--- config.mk ---
export PLATFORM = sky130hd
export DESIGN_NAME = mem_stage
export DESIGN_NICKNAME = d
export VERILOG_FILES = /design/src/rtl/mem_stage.sv
export SDC_FILE = /design/constraint.sdc
export NUM_CORES = 1
export LEC_CHECK = 0
export ABC_AREA = 1
export CAP_MARGIN = 20
export CELL_PAD_IN_SITES_DETAIL_PLACEMENT = 1
export CELL_PAD_IN_SITES_GLOBAL_PLACEMENT = 1
export CORE_ASPECT_RATIO = 0.7
export CORE_MARGIN = 3
export CORE_UTILIZATION = 32
export CTS_CLUSTER_DIAMETER = 30
export DETAILED_ROUTE_END_ITERATION = 10
export PLACE_DENSITY = 0.95
export SLEW_MARGIN = 20
export SYNTH_ARGS = -nofsm -noshare
export SYNTH_HDL_FRONTEND = slang
export SYNTH_SLANG_ARGS = --single-unit
--- constraint.sdc ---
create_clock -name clk -period 6.2 [get_ports clk]
set_input_delay 0.62 -clock clk [delete_from_list [all_inputs] [get_ports clk]]
set_output_delay 0.62 -clock clk [all_outputs]
set_load 0.05 [all_outputs]
--- src/rtl/mem_stage.sv ---
`default_nettype none
// =============================================================================
// Module   : mem_stage
// Brief    : RISC-V MEM stage - data-memory load/store between EX and WB,
//            with a forwarding bundle exported to ID.
// Revision : 1.0
// =============================================================================
module mem_stage (
   input  logic         clk,
   input  logic         rst,
   input  logic [106:0] EX_to_MEM_data,
   input  logic         EX_to_MEM_valid,
   output logic         MEM_ready,
   output logic [69:0]  MEM_to_WB_data,
   output logic         MEM_to_WB_valid,
   input  logic         WB_ready,
   output logic [38:0]  MEM_to_ID_bypath_data,
   output logic [31:0]  Address,
   output logic         MemWrite,
   output logic [31:0]  Write_data,
   output logic [3:0]   Write_strb,
   output logic         MemRead,
   input  logic         Mem_Req_Ready,
   input  logic [31:0]  Read_data,
   input  logic         Read_data_Valid,
   output logic         Read_data_Ready
);

   typedef enum logic [1:0] {
      S_IDLE = 2'd0,
      S_REQ  = 2'd1,
      S_RESP = 2'd2,
      S_DONE = 2'd3
   } state_t;

   state_t      state_q, state_d;
   logic [31:0] pc_q, pc_d;
   logic [4:0]  waddr_q, waddr_d;
   logic        wen_q, wen_d;
   logic        is_load_q, is_load_d;
   logic        is_store_q, is_store_d;
   logic [2:0]  funct3_q, funct3_d;
   logic [31:0] alu_q, alu_d;
   logic [31:0] sdata_q, sdata_d;
   logic [31:0] wdata_q, wdata_d;

   logic [31:0] in_pc;
   logic [4:0]  in_waddr;
   logic        in_wen, in_mread, in_mwrite;
   logic [2:0]  in_funct3;
   logic [31:0] in_alu, in_sdata;
   logic        in_load, in_store;
   logic        accept;
   state_t      entry_state;

   assign {in_pc, in_waddr, in_wen, in_mread, in_mwrite, in_funct3, in_alu, in_sdata} = EX_to_MEM_data;

   // Both mem_read and mem_write set resolves to a store.
   assign in_store    = in_mwrite;
   assign in_load     = in_mread & ~in_mwrite;
   assign entry_state = (in_load || in_store) ? S_REQ : S_DONE;

   assign MEM_ready = (state_q == S_IDLE) || ((state_q == S_DONE) && WB_ready);
   assign accept    = EX_to_MEM_valid && MEM_ready;

   logic [1:0]  off;
   logic [7:0]  ld_byte;
   logic [15:0] ld_half;
   logic [31:0] ld_ext;

   assign off = alu_q[1:0];

   always_comb begin
      ld_byte = Read_data[{off, 3'b000} +: 8];
      ld_half = off[1] ? Read_data[31:16] : Read_data[15:0];
      case (funct3_q)
         3'b000:  ld_ext = {{24{ld_byte[7]}}, ld_byte};
         3'b001:  ld_ext = {{16{ld_half[15]}}, ld_half};
         3'b100:  ld_ext = {24'd0, ld_byte};
         3'b101:  ld_ext = {16'd0, ld_half};
         default: ld_ext = Read_data;
      endcase
   end

   always_comb begin
      case (funct3_q[1:0])
         2'b00: begin
            Write_strb = 4'b0001 << off;
            Write_data = {4{sdata_q[7:0]}};
         end
         2'b01: begin
            Write_strb = 4'b0011 << {off[1], 1'b0};
            Write_data = {2{sdata_q[15:0]}};
         end
         default: begin
            Write_strb = 4'b1111;
            Write_data = sdata_q;
         end
      endcase
   end

   always_comb begin
      state_d    = state_q;
      pc_d       = pc_q;
      waddr_d    = waddr_q;
      wen_d      = wen_q;
      is_load_d  = is_load_q;
      is_store_d = is_store_q;
      funct3_d   = funct3_q;
      alu_d      = alu_q;
      sdata_d    = sdata_q;
      wdata_d    = wdata_q;

      case (state_q)
         S_IDLE: if (accept) state_d = entry_state;
         S_REQ:  if (Mem_Req_Ready) state_d = is_load_q ? S_RESP : S_DONE;
         S_RESP: begin
            if (Read_data_Valid) begin
               state_d = S_DONE;
               wdata_d = ld_ext;
            end
         end
         S_DONE: if (WB_ready) state_d = accept ? entry_state : S_IDLE;
         default: state_d = S_IDLE;
      endcase

      if (accept) begin
         pc_d       = in_pc;
         waddr_d    = in_waddr;
         wen_d      = in_wen & ~in_store;
         is_load_d  = in_load;
         is_store_d = in_store;
         funct3_d   = in_funct3;
         alu_d      = in_alu;
         sdata_d    = in_sdata;
         wdata_d    = in_alu;
      end
   end

   always_ff @(posedge clk or posedge rst) begin
      if (rst) begin
         state_q    <= S_IDLE;
         pc_q       <= 32'd0;
         waddr_q    <= 5'd0;
         wen_q      <= 1'b0;
         is_load_q  <= 1'b0;
         is_store_q <= 1'b0;
         funct3_q   <= 3'd0;
         alu_q      <= 32'd0;
         sdata_q    <= 32'd0;
         wdata_q    <= 32'd0;
      end else begin
         state_q    <= state_d;
         pc_q       <= pc_d;
         waddr_q    <= waddr_d;
         wen_q      <= wen_d;
         is_load_q  <= is_load_d;
         is_store_q <= is_store_d;
         funct3_q   <= funct3_d;
         alu_q      <= alu_d;
         sdata_q    <= sdata_d;
         wdata_q    <= wdata_d;
      end
   end

   logic occupied;
   logic fwd_wen;
   logic fwd_pending;

   assign occupied    = (state_q != S_IDLE);
   assign fwd_wen     = occupied && wen_q && (waddr_q != 5'd0);
   // A load has no data to forward until its response lands in DONE.
   assign fwd_pending = occupied && is_load_q && (state_q != S_DONE);

   assign Address               = {alu_q[31:2], 2'b00};
   assign MemRead               = (state_q == S_REQ) && is_load_q;
   assign MemWrite              = (state_q == S_REQ) && is_store_q;
   assign Read_data_Ready       = (state_q == S_RESP);
   assign MEM_to_WB_valid       = (state_q == S_DONE);
   assign MEM_to_WB_data        = {pc_q, waddr_q, wen_q, wdata_q};
   assign MEM_to_ID_bypath_data = {fwd_wen, waddr_q, fwd_pending, wdata_q};

endmodule
`default_nettype wire

==> out/metrics.yaml, run 1 <==
cts_root_buffer: "clkbuf_16"
die_h_um: 133
synth_fa_ha_area_share_pct: 0
cts_tree: "built"
fmax_ghz: 0.248
max-slew-margin-rel_pct: 39.1
grt_pass1_vias: 7867
drc_errors: 0
min_period_over_period_pct: 65.0
cpLargestDelayFamily: "buffers and inverters"
io_buffers: 324
synth_top_area_share_pct: 47.9
syn_inst: 976
synth_top_cells_by_area: "dfrtp_1 48%, nand2_1 18%, buf_4 8.4%"
numCtsBuffers: 17
cts_sinks: 141
dp_hpwl_um: 21600
antenna_found_initial: 4
required_ns: 5.58
yosysSeqAreaShare_pct: 47.9
floorplan.initialDensity_pct: 33.3
finClkSkew_ns: 0.00654
via_per_inst: 4.81
synth_compound_area_share_pct: 8.76
cap_viol_max_count: 0
syn_area_mm2: 0.00737
synth_top_family_by_area: "simple AND/OR/NAND/NOR gates"
fp.dieW_um: 187
setup_viol: 0
cpMaxStageDelayCell: "clkdlybuf4s50_1"
area_growth_pct: 47.7
crit_start: "funct3_q[1]$_DFFE_PP0N_"
vias: 7300
yosysUniqueCellTypes: 28
crit_top_cell: "nand2_1"
avgSynthCellArea_um2: 7.55
end_kind: "output pin"
grt_max_degree: 112
status: "finished clean"
rows: 45
drt_iter0_drc: 555
crit_buf_inv: 4
overflow: 0
arrival_ns: 3.41
multi_input_area_mm2: 0.00269
synthSimpleGateAreaFrac_pct: 27.6
timing.hold.worst.start: "alu_q[17]$_DFFE_PP0N_"
cts_resized: 0
gp_congestion: 0.887
die_area_mm2: 0.0249
clk_pin_slew_ns: 0.06
postRouteAntennaNets: 0
hp-class: "flop to flop"
clockBufferDepth: 2
cpPeakStageDelay_ns: 0.86
cts_hold_buf: 0
seq_area_mm2: 0.00353
clk_latency_ns: 0.42
synth-xor-area-share_pct: 0
grt_pass1_wl_um: 44600
yosysWarnings: 0
fin_tns_setup_ns: 0
synth-seq-cells: 141
h-tree-depth: 4
worstSetupStartpointType: "flop"
hold_viol: 0
synth_area_leader_cell: "dfrtp_1"
cp_max_fo: 38
path_class: "flop to output pin"
grtUsageTotal_pct: 22.9
layout_min_cycle_time_ns: 4.03
core_area_mm2: 0.0221
n_fill_cell: 2620
nets: 1343
wire_per_inst_um: 18.9
wl_um: 28700
num_io_pins: 327
postCtsSetupRepairBufs: 0
drive_above_1_share_pct: 4.13
cp_cell_sequence: "buf_4, inv_2, nand2_1, inv_1, nand2_1, o21ai_0, clkdlybuf4s50_1"
worstMarginPinSlew_ns: 0.914
r2r-start: "state_q[0]$_DFFE_PP0P_"
muxShareOfSynthArea_pct: 0
rsz0062_at_grt: "no"
slew_viol_final: 0
dr.pass1.iters: 5
-- layout make-up --
cell class / instances / area share, %
tap: 305 / 3.51
inverter: 79 / 2.77
antenna: 2 / 0.0460
clock inverter: 10 / 1.91
sequential: 141 / 32.4
multi-input combinational: 630 / 24.7
clock buffer: 22 / 4.45
timing repair buffer: 329 / 30.2
-- stage by stage --
step	hold WS [ns]	instance area, um^2	instances	util (%)	worst slack [ns]
global route	0.502	10900	1518	49.2	1.97
global placement	0.453	10200	1484	46.0	2.75
detailed placement	0.460	10200	1484	46.0	2.65
CTS	0.475	10900	1516	49.2	2.17
floorplan	0.443	7370	977	-	1.80
finish	0.472	10900	1518	49.2	2.17
-- synthesized netlist by cell type --
library cell / instances
a21oi_1: 37
buf_8: 1
buf_1: 2
inv_2: 1
buf_2: 31
buf_6: 4
conb_1: 1
o221ai_1: 4
inv_1: 78
o21a_1: 2
o21ai_0: 58
nand3_2: 1
nand3_1: 43
o211ai_1: 7
nand2_4: 5
o311ai_0: 1
nor2_1: 95
o21ai_1: 7
dfrtp_1: 141
nand2_2: 2
a21boi_2: 1
nor3_1: 3
clkbuf_1: 7
nand2_1: 354
nand4_1: 3
buf_4: 82
or2_2: 3
o22ai_1: 2
-- cells in the final DEF (no fill, tap or decap), drive strengths merged --
cell type        n
nand2          361
clkdlybuf4s50  324
dfrtp          141
nor2            95
inv             79
o21ai           65
nand3           44
a21oi           37
clkbuf          22
o211ai           7
bufinv           6
buf              5
o221ai           4
clkinv           4
nor3             3
or2              3
nand4            3
diode            2
o21a             2
o22ai            2
conb             2
a21boi           1
o311ai           1
-- registers in the layout (all words and copies together) (netlist names) --
signal	flops
waddr_q	5
state_q	2
wdata_q	32
sdata_q	32
alu_q	32
is_load_q	1
is_store_q	1
wen_q	1
funct3_q	3
pc_q	32
-- cells by family (layout without fill, tap and decap cells) --
logic type | after synthesis | after routing
compound gates | 119 | 119
other cells | 1 | 4
flops | 141 | 141
buf+inv | 206 | 440
simple gates | 509 | 509
-- path summary, 6_finish.rpt --
path	endpoint	slack (ns)	depth (start not counted)
worst max-delay path	Write_data[12]	2.17	7
worst min-delay path	alu_q[17]$_DFFE_PP0N_	0.47	2
worst max register to register	wdata_q[2]$_DFFE_PP0P_	3.25	11
worst min register to register	alu_q[17]$_DFFE_PP0N_	0.47	2
max in group asynchronous	sdata_q[22]$_DFFE_PP0N_	4.08	3
min in group asynchronous	pc_q[27]$_DFFE_PP0N_	0.68	2
-- tightest hold or removal path, delay by kind of cell (launching register included) --
kind	cells	cell delay, ns
and+or+nand+nor	2	0.09
DFF	1	0.34
-- metal layers --
metal,global-route usage [%],vias up,wire [um]
met5,0,-,12
li1,-,3390,-
met3,6.22,34,1900
met1,29.8,3608,12800
met4,6.58,2,509
met2,37.5,266,13500
Power of run 1 is left out: the tool's default activity adds up to more than one toggle a clock period on the data nets, which glitch-free logic cannot reach.
==> run 2: changes to the inputs <==
- CORE_UTILIZATION: 32 -> 27
- PLACE_DENSITY: 0.95 -> 0.9
- clock period: 6.2 -> 3.3 ns (I/O delays scaled with it)
==> run 2 against run 1 <==
  * Register-to-register slack lost 2.5 ns
  * Final area grew 0.94%
  * Core utilization shrank 7.3 points
==> out/metrics.yaml, run 2 (synthesized netlist as in run 1, its figures left out) <==
status: "finished clean"
wire_per_inst_um: 18.9  # about the same
nets: 1349  # +0.45%
clk_latency_ns: 0.42  # about the same
cp_cell_sequence: "inv_2, nand2_1, inv_1, nand2_1, o211ai_1, buf_4"
max-slew-margin-rel_pct: 53.6  # +15 points
cpMaxStageDelayCell: "inv_1"
crit_top_cell: "nand2_1"
clockBufferDepth: 2  # unchanged
postRouteAntennaNets: 0  # unchanged
arrival_ns: 2.68  # -0.73 ns
drc_errors: 0  # unchanged
numCtsBuffers: 17  # unchanged
clk_pin_slew_ns: 0.06  # about the same
layout_commonest_cell: "nand2_1"
fmax_ghz: 0.332
die_area_mm2: 0.0293  # +18%
final_cell_mix: "354 x nand2_1, 304 x clkdlybuf4s50_1, 141 x dfrtp_1"
cts_resized: 0  # unchanged
cap_viol_max_count: 0  # unchanged
grt_pass1_wl_um: 45600  # +2.1%
antenna_found_initial: 5  # +1
min_period_over_period_pct: 91.4
layout_min_cycle_time_ns: 3.01
cts_sinks: 141  # unchanged
h-tree-depth: 4  # unchanged
via_per_inst: 4.63  # -3.8%
postCtsSetupRepairBufs: 0  # unchanged
area_growth_pct: 49.1
worstMarginPinSlew_ns: 0.696  # -0.218 ns
worstSetupStartpointType: "flop"
setup_viol: 0  # unchanged
dr.pass1.iters: 4  # -1
path_class: "flop to output pin"
end_kind: "output pin"
floorplan.initialDensity_pct: 28.1  # -5.2 points
num_io_pins: 327  # unchanged
cts_hold_buf: 0  # unchanged
gp_congestion: 0.856  # -3.5%
overflow: 0  # unchanged
dp_hpwl_um: 23100  # +7.0%
grt_pass1_vias: 7963  # +1.2%
die_h_um: 144  # +8.5%
core_area_mm2: 0.0262  # +19%
fp.dieW_um: 203  # +8.6%
grt_max_degree: 78  # -30%
cts_tree: "built"
required_ns: 2.97  # -2.61 ns
cpLargestDelayFamily: "buffers and inverters"
drt_iter0_drc: 302  # -46%
cp_max_fo: 18  # -53%
hp-class: "input port to asynchronous set/reset pin"
drive_above_1_share_pct: 6.17  # +2.0 points
cpPeakStageDelay_ns: 0.51  # -0.35 ns
rsz0062_at_grt: "no"
cts_root_buffer: "clkbuf_16"
crit_buf_inv: 3  # -1
wl_um: 29700  # +3.7%
finClkSkew_ns: 0.00865  # +0.00211 ns
fin_tns_setup_ns: 0  # unchanged
hold_viol: 0  # unchanged
grtUsageTotal_pct: 20.1  # -2.7 points
slew_viol_final: 0  # unchanged
rows: 49  # +8.9%
n_fill_cell: 3187  # +22%
vias: 7285  # -0.21%
io_buffers: 324  # unchanged
run 2: changes by cell type in the layout (fill, tap and decap cells not counted), sizes merged:
cell,delta
buf,+26
bufinv,-5
clkbuf,-2
clkdlybuf4s50,-20
clkinv,+3
clkinvlp,+4
inv,-1
run 2: cell type report:
class	instances	area (um^2)	area share [%]
Clock inverter	11	95.1	0.865
Multi-Input combinational cell	630	2690	24.5
Sequential cell	141	3530	32.1
Inverter	79	300	2.73
Tap cell	357	447	4.07
Antenna cell	2	5.00	0.0455
Clock buffer	20	457	4.16
Timing Repair Buffer	335	3460	31.5
run 2: worst paths after layout:
check                                   startpoint                       to  slack, ns  depth (start not counted)
min reg2reg                  alu_q[28]$_DFFE_PP0N_    alu_q[28]$_DFFE_PP0N_       0.48                          2
max reg2reg                 state_q[0]$_DFFE_PP0P_  wdata_q[17]$_DFFE_PP0P_       0.74                          7
max                        funct3_q[1]$_DFFE_PP0N_           Write_data[24]       0.29                          6
min in group clk                EX_to_MEM_data[23]  sdata_q[23]$_DFFE_PP0N_       0.45                          3
min                                            rst   sdata_q[0]$_DFFE_PP0N_       0.38                          3
max in group asynchronous                      rst  wdata_q[29]$_DFFE_PP0P_       2.48                          3
run 2: worst min-delay path: stages:
cell             delay [ns]
clkdlybuf4s50_1        0.45
clkinvlp_4             0.13
buf_12                 0.29
run 2: per-stage QoR:
step	cells	setup WS [ns]	area (um^2)	hold WS (ns)	utilization, %
after floorplan	977	0.423	7380	0.440	-
after global placement	1542	0.777	10400	0.458	39.8
after detailed placement	1542	0.677	10400	0.465	39.8
after CTS	1573	0.227	11000	0.403	41.9
after global routing	1574	0.0700	11000	0.412	41.9
final	1575	0.285	11000	0.379	41.9
run 2: routing by layer:
| layer | wire [um] | track usage (%) | vias up |
|---|---|---|---|
| met1 | 13100 | 25.7 | 3604 |
| li1 | - | - | 3398 |
| met2 | 13900 | 33.1 | 232 |
| met5 | 50 | 0 | - |
| met4 | 763 | 6.55 | 8 |
| met3 | 1920 | 5.92 | 43 |
Power of run 2 is left out for the same reason.
